**config.mk**
```make
export PLATFORM = sky130hd
export DESIGN_NAME = seq_arith_unit
export DESIGN_NICKNAME = d
export VERILOG_FILES = /design/src/rtl/seq_arith_unit.sv
export SDC_FILE = /design/constraint.sdc
export NUM_CORES = 1
export LEC_CHECK = 0
export CORE_MARGIN = 5
export CORE_UTILIZATION = 50
export CTS_BUF_LIST = sky130_fd_sc_hd__clkbuf_8
export DETAILED_ROUTE_END_ITERATION = 8
export PLACE_DENSITY = 0.76
export SYNTH_ARGS = -nofsm -noshare
export SYNTH_HDL_FRONTEND = slang
export SYNTH_SLANG_ARGS = --single-unit
```
**constraint.sdc**
```tcl
create_clock -name clk_2 -period 3.2 [get_ports clk_2]
set_input_delay 0.64 -clock clk_2 [delete_from_list [all_inputs] [get_ports clk_2]]
set_output_delay 0.64 -clock clk_2 [all_outputs]
set_load 0.03 [all_outputs]
```
**src/rtl/seq_arith_unit.sv**
```systemverilog
// Sequential add/sub/multiply unit with valid/ready handshakes and an iterative shift-add multiplier.
// Optional hex seven-segment decode of result[3:0] is enabled by defining SEG7_DECODE_EN.
module seq_arith_unit #(
   parameter int WIDTH = 8
) (
   input  logic                 clk_2,
   input  logic                 rst_n,
   input  logic                 in_valid,
   output logic                 in_ready,
   input  logic [1:0]           op,
   input  logic [WIDTH-1:0]     a,
   input  logic [WIDTH-1:0]     b,
   output logic                 out_valid,
   input  logic                 out_ready,
   output logic [2*WIDTH-1:0]   result,
   output logic                 ovf,
   output logic                 busy,
   output logic [7:0]           seg
);

   localparam int CW = (WIDTH > 2) ? $clog2(WIDTH) : 1;

   typedef enum logic [1:0] {
      S_IDLE,
      S_CALC,
      S_MUL,
      S_DONE
   } state_t;

   state_t               r_state;
   state_t               w_nextState;

   logic [1:0]           r_op;
   logic [WIDTH-1:0]     r_opA;
   logic [WIDTH-1:0]     r_opB;
   logic [2*WIDTH-1:0]   r_acc;
   logic [2*WIDTH-1:0]   r_mcand;
   logic [WIDTH-1:0]     r_mplier;
   logic                 r_negate;
   logic [CW-1:0]        r_cnt;
   logic [2*WIDTH-1:0]   r_result;
   logic                 r_ovf;

   logic                 w_accept;
   logic                 w_mulLast;
   logic [WIDTH-1:0]     w_magA;
   logic [WIDTH-1:0]     w_magB;
   logic [WIDTH:0]       w_extA;
   logic [WIDTH:0]       w_extB;
   logic [WIDTH:0]       w_sum;
   logic [2*WIDTH-1:0]   w_accNext;
   logic [2*WIDTH-1:0]   w_prod;

   // Signed multiplies run on magnitudes; the most-negative value maps to 2^(WIDTH-1) unsigned.
   assign w_magA    = (op[0] & a[WIDTH-1]) ? (~a + 1'b1) : a;
   assign w_magB    = (op[0] & b[WIDTH-1]) ? (~b + 1'b1) : b;

   assign w_extA    = {r_opA[WIDTH-1], r_opA};
   assign w_extB    = {r_opB[WIDTH-1], r_opB};
   assign w_sum     = r_op[0] ? (w_extA - w_extB) : (w_extA + w_extB);

   assign w_accept  = (r_state == S_IDLE) && in_valid;
   assign w_mulLast = (r_cnt == CW'(WIDTH - 1));
   assign w_accNext = r_mplier[0] ? (r_acc + r_mcand) : r_acc;
   assign w_prod    = r_negate ? (~w_accNext + 1'b1) : w_accNext;

   always_ff @(posedge clk_2 or negedge rst_n) begin
      if (!rst_n) begin
         r_state <= S_IDLE;
      end else begin
         r_state <= w_nextState;
      end
   end

   always_comb begin
      w_nextState = r_state;
      in_ready    = 1'b0;
      out_valid   = 1'b0;
      busy        = 1'b1;
      case (r_state)
         S_IDLE: begin
            in_ready = 1'b1;
            busy     = 1'b0;
            if (in_valid) begin
               w_nextState = op[1] ? S_MUL : S_CALC;
            end
         end
         S_CALC: begin
            w_nextState = S_DONE;
         end
         S_MUL: begin
            if (w_mulLast) begin
               w_nextState = S_DONE;
            end
         end
         S_DONE: begin
            out_valid = 1'b1;
            if (out_ready) begin
               w_nextState = S_IDLE;
            end
         end
         default: begin
            w_nextState = S_IDLE;
         end
      endcase
   end

   // Datapath: operands are captured only on acceptance, so input changes while busy are ignored.
   always_ff @(posedge clk_2 or negedge rst_n) begin
      if (!rst_n) begin
         r_op     <= '0;
         r_opA    <= '0;
         r_opB    <= '0;
         r_acc    <= '0;
         r_mcand  <= '0;
         r_mplier <= '0;
         r_negate <= 1'b0;
         r_cnt    <= '0;
         r_result <= '0;
         r_ovf    <= 1'b0;
      end else begin
         case (r_state)
            S_IDLE: begin
               if (w_accept) begin
                  r_op     <= op;
                  r_opA    <= a;
                  r_opB    <= b;
                  r_acc    <= '0;
                  r_mcand  <= {{WIDTH{1'b0}}, w_magA};
                  r_mplier <= w_magB;
                  r_negate <= op[0] & (a[WIDTH-1] ^ b[WIDTH-1]);
                  r_cnt    <= '0;
               end
            end
            S_CALC: begin
               r_result <= {{(WIDTH-1){w_sum[WIDTH]}}, w_sum};
               r_ovf    <= w_sum[WIDTH] ^ w_sum[WIDTH-1];
            end
            S_MUL: begin
               r_acc    <= w_accNext;
               r_mcand  <= r_mcand << 1;
               r_mplier <= r_mplier >> 1;
               r_cnt    <= r_cnt + 1'b1;
               if (w_mulLast) begin
                  r_result <= w_prod;
                  r_ovf    <= 1'b0;
               end
            end
            default: begin
            end
         endcase
      end
   end

   assign result = r_result;
   assign ovf    = r_ovf;

`ifdef SEG7_DECODE_EN
   logic [7:0] r_seg;
   logic [1:0] r_resOp;
   logic [6:0] w_hex;

   always_comb begin
      w_hex = 7'h00;
      case (r_result[3:0])
         4'h0: w_hex = 7'h3F;
         4'h1: w_hex = 7'h06;
         4'h2: w_hex = 7'h5B;
         4'h3: w_hex = 7'h4F;
         4'h4: w_hex = 7'h66;
         4'h5: w_hex = 7'h6D;
         4'h6: w_hex = 7'h7D;
         4'h7: w_hex = 7'h07;
         4'h8: w_hex = 7'h7F;
         4'h9: w_hex = 7'h6F;
         4'hA: w_hex = 7'h77;
         4'hB: w_hex = 7'h7C;
         4'hC: w_hex = 7'h39;
         4'hD: w_hex = 7'h5E;
         4'hE: w_hex = 7'h79;
         4'hF: w_hex = 7'h71;
         default: w_hex = 7'h00;
      endcase
   end

   // r_resOp tracks the op that produced result, so a newly accepted op cannot change dp early.
   always_ff @(posedge clk_2 or negedge rst_n) begin
      if (!rst_n) begin
         r_seg   <= 8'b0011_1111;
         r_resOp <= 2'b00;
      end else begin
         if ((r_state == S_CALC) || ((r_state == S_MUL) && w_mulLast)) begin
            r_resOp <= r_op;
         end
         r_seg <= {(r_resOp != 2'b10) & r_result[2*WIDTH-1], w_hex};
      end
   end

   assign seg = r_seg;
`else
   assign seg = 8'h00;
`endif

endmodule

```
## Word-level counts from Yosys, hierarchy flattened

Index checks and enable logic that the tools add are counted.
W data, S select, Z words.

| word-level totals | value |
|---|---|
| bits in registers | 80 |
| bits in latches | 0 |
| RAM bits | 0 |
| memory bits (read-only) | 0 |
| input port bits | 22 |
| output and inout bits | 28 |
| word-level logic and storage cells | 67 |
| memories kept | 0 |

| operators by class | value |
|---|---|
| $add $sub $neg | 7 |
| multiply operators | 0 |
| divide/modulo/power cells | 0 |
| order comparisons | 0 |
| equality and inequality tests | 8 |
| shifts and indexed selects | 0 |
| multiplexer cells | 25 |
| bitwise gates (word level) | 8 |
| reductions and logical operators | 8 |

Operators with widths:

| kind | number |
|---|---|
| $pmux W16 S2 | 3 |
| $mux W16 | 5 |
| $mux W8 | 3 |
| $add A16 B1 Y16 const B | 1 |
| $add A16 B16 Y16 | 1 |
| $add A8 B1 Y8 const B | 2 |
| $not A16 Y16 | 1 |
| $not A8 Y8 | 2 |
| $pmux W8 S2 | 1 |
| $add A8 B8 Y9 | 1 |
| $mux W9 | 1 |
| $sub A8 B8 Y9 | 1 |
| $mux W2 | 4 |
| $ne A2 B2 Y1 const B | 4 |
| $pmux W2 S4 | 1 |
| $pmux W3 S2 | 1 |
| $reduce_and A2 Y1 | 3 |
| $eq A2 B2 Y1 const B | 2 |
| $mux W1 | 4 |
| $reduce_bool A2 Y1 | 2 |
| $add A3 B1 Y3 const B | 1 |
| $and A1 B1 Y1 | 3 |
| $eq A3 B3 Y1 const B | 1 |
| $mux W3 | 1 |
| other kinds (6) | 7 |

## Logic depth before layout (Yosys ltp)

| logic depth | value |
|---|---|
| word-level depth | 7 |
| mapped depth | 14 |

## Least setup slack after synthesis

No wires, ideal clock.

| timing path | value |
|---|---|
| path kind | reg2reg |
| start point | register r_acc[0] |
| end point | register r_result[12], in the netlist result[12] |
| setup time | 0.118 ns |
| arrival | 2.830 ns |
| required time | 3.082 ns |
| setup slack | 0.252 ns |
| stages on the path, launching flop included | 12 |
| path buffers | 0 |
| cell sequence | dfrtp_1 ha_1 fa_1 a211oi_2 o211a_1 nor4_1 a211oi_2 or2b_2 o31ai_2 xor2_1 a21oi_1 a21o_1 |

| on the way | value |
|---|---|
| longest elaborated chain between the ends | 7 |

Ends and longest elaborated chain:

| item | RTL line | source |
|---|---|---|
| start: declaration | 36 | `logic [2*WIDTH-1:0] r_acc;` |
| start signal: assignment | 140 | `r_acc <= w_accNext;` |
| $add A16 B16 Y16 | 64 | `assign w_accNext = r_mplier[0] ? (r_acc + r_mcand) : r_acc;` |
| $mux W16 * | 64 |  |
| $not A16 Y16 | 65 | `assign w_prod = r_negate ? (~w_accNext + 1'b1) : w_accNext;` |
| $add A16 B1 Y16 | 65 |  |
| $mux W16 * | 65 |  |
| $mux W16 * | 144 | `if (w_mulLast) begin` |
| $pmux W16 S2 * | 122 | `case (r_state)` |
| end signal: assignment | 136 | `r_result <= {{(WIDTH-1){w_sum[WIDTH]}}, w_sum};` |
| end signal: assignment | 145 | `r_result <= w_prod;` |
| end: declaration | 41 | `logic [2*WIDTH-1:0] r_result;` |

Every way passes the cells marked *; elsewhere a longest branch is shown, timed or not. The select of a mux whose other input is x is not followed.
A chain may end at the register's enable or synchronous reset.

## Worst setup path in the final report

| timing path | value |
|---|---|
| start point | register r_acc[4] |
| end point | register r_result[14], in the netlist result[14] |

Same word-level chain as after synthesis.

==> impl_metrics.json <==
{
  "vias": 4796,
  "stdcell_area_mm2": 0.00642,
  "p_leak_nw": 2.82,
  "cts.sinks": 80,
  "status": "finished, final reports clean",
  "yosysWarnings": 0,
  "start_util": 0.509,
  "maxSlewHeadroom": 0.330,
  "yosys-top-cells-area": "dfrtp_1, ha_1, nand2_1, a21oi_1, o21ai_0",
  "cp.arrival_ns": 3.36,
  "rr_endpoint": "result[14]",
  "avgRoutedWirePerCell_um": 17.2,
  "final_cell_mix": "nand2_1, dfrtp_1, a21oi_1",
  "synth_area_leader_cell": "dfrtp_1",
  "finalCritPeriodShare": 0.971,
  "yosysTopAreaCellShare": 0.365,
  "diodes": 0,
  "dpl_cell_area_mm2": 0.00604,
  "core_mm2": 0.0108,
  "period_needed_ns": 3.11,
  "hpwlAfterDp_um": 10200,
  "async_flop_share": 1.00,
  "startpoint_type": "flop",
  "dr.pass1.iters": 5,
  "drive_above_1_share": 0.122,
  "grt_max_degree": 81,
  "antenna_found_initial": 0,
  "ys_seq_area_frac": 0.365,
  "critical_path_required_ns": 3.46,
  "clkTransAtPathRegs_ns": 0.09,
  "critPathCapture": "result[14]",
  "synth.avg_cell_area_um2": 8.93,
  "worstRegToRegCells": 10,
  "grt_remaining_overflow": 0,
  "finalSetupTns_ns": 0,
  "fin_cells": 805,
  "timing.rr.start": "r_acc[4]",
  "setup_violations": 0,
  "die_area_mm2": 0.0132,
  "grt.total_usage": 0.218,
  "final.setup_skew_ns": 0.0118,
  "dp_cells": 783,
  "ir_drop_mv": 0.777,
  "io_buffers": 41,
  "maxSlewViolCount": 0,
  "power.density_mw_per_mm2": 1290,
  "hp-class": "in -> async",
  "cts_root_buf": "clkbuf_8",
  "grt_pass1_vias": 4954,
  "synth-edff-count": 0,
  "grt_pass1_wl_um": 23300,
  "hold_buffers": 0,
  "boundaryPins": 50,
  "crit_path_end_kind": "flop",
  "htreeDepth": 3,
  "drtAntennaViolNets": 0,
  "die_y_um": 115,
  "final_nets": 716,
  "cts_inserted_buffers": 9,
  "synthFlopType": "dfrtp_1",
  "clk_latency_ns": 0.36,
  "ys_seq_elements": 80,
  "drtIter0Drc": 243,
  "worst_pin_slew_ns": 1.01,
  "final_common_cell": "nand2_1",
  "hold_violations": 0,
  "wl_um": 13900,
  "row_count": 38,
  "syn_area_mm2": 0.00549,
  "fmax_mhz": 322,
  "cts_tree": "built",
  "die_w_um": 115,
  "syn_inst": 615,
  "worstSetupStartpoint": "r_acc[4]",
  "path_class": "reg -> reg",
  "max_cap_violations": 0,
  "area_delta_synth_final_pct": 17.0,
  "synthDistinctLibCells": 69,
  "post_drt_via_cell_ratio": 5.96,
  "clockBufferDepth": 2,
  "drc_errors": 0,
  "globalplace.congestion": 0.908,
  "r2r_slack_ns": 0.09,
  "cp_max_fo": 7
}
-- routing by layer --
metal / share of wire / up-vias / GRT usage
li1: - / 2296 / -
met1: 0.42 / 2308 / 0.262
met2: 0.50 / 146 / 0.383
met3: 0.044 / 46 / 0.0384
met4: 0.035 / 0 / 0.0978
met5: 0 / - / 0
-- sequential cells by signal, indices dropped and copies added (netlist names), 2 cells and up --
register,flops
r_acc,16
r_cnt,3
r_mcand,16
r_mplier,8
r_opA,8
r_opB,8
r_state,2
result,16
-- worst min-delay path by stage --
stage / to / from / slack, ns
final: result[13] / rst_n / 0.43
after global routing: r_acc[15] / r_acc[15] / 0.51
after CTS: result[9] / rst_n / 0.48
after detailed placement: r_mplier[1] / r_mplier[1] / 0.47
after global placement: r_mplier[1] / r_mplier[1] / 0.46
after floorplan: ovf / rst_n / 0.34
-- power by group --
group	internal [mW]	switching, mW
combinational	2.32	3.15
clock	0.543	0.406
sequential	1.47	0.413
-- repair_timing --
item,4_1_cts,5_1_grt
buffers inserted,0,6
endpoints found under the setup margin,0,8
gates resized for setup,0,14
-- synthesized netlist by cell type (11+ instances only) --
master / count
nand2_1: 88
dfrtp_1: 80
a21oi_1: 53
o21ai_0: 47
nor2_1: 33
ha_1: 32
xnor2_1: 24
clkbuf_1: 19
o21ai_1: 17
inv_1: 16
nor3_1: 14
a22o_1: 13
mux2_2: 13
nand3_1: 13
xor2_1: 11
-- logic make-up (layout without fill, tap and decap cells) --
logic type	after synthesis	count (layout)	synth area share
AND/OR/NAND/NOR	197	197	0.173
adder cells (fa/ha/maj)	34	34	0.0802
XOR/XNOR	36	36	0.0599
AO/OA/AOI/OAI	194	194	0.235
flip-flops	80	80	0.365
buffers and inverters	51	94	0.0431
multiplexers	22	22	0.0431
other	1	8	0.000683
-- cell type report --
type                       instances  area [um^2]
tap                              140          175
timing repair buffer              61          558
inverter                          17         63.8
fill                             940         4370
multi-input combinational        491         3370
clock inverter                     6          114
clock buffer                      10          138
sequential                        80         2000
-- stage by stage --
stage	setup WS, ns	util	power (mW)	hold WS (ns)
finish	0.0938	0.595	8.30	0.432
global route	-0.0188	0.595	9.03	0.514
CTS	0.0465	0.583	7.99	0.479
detailed placement	0.0575	0.560	7.03	0.472
global placement	0.208	0.560	6.80	0.464
floorplan	0.252	-	5.68	0.344
-- critical path, cell delays in order, from the launching register on --
cell and delay (ns):
dfrtp_1 0.42, ha_1 0.41, a21oi_1 0.35, o21ai_0 0.19, a2111oi_0 0.45, nor3_1 0.17, nand2b_2 0.16, nor2_1 0.08
and3_1 0.19, or3_1 0.34, a32o_1 0.22
Power figures use the tool's default switching activity.
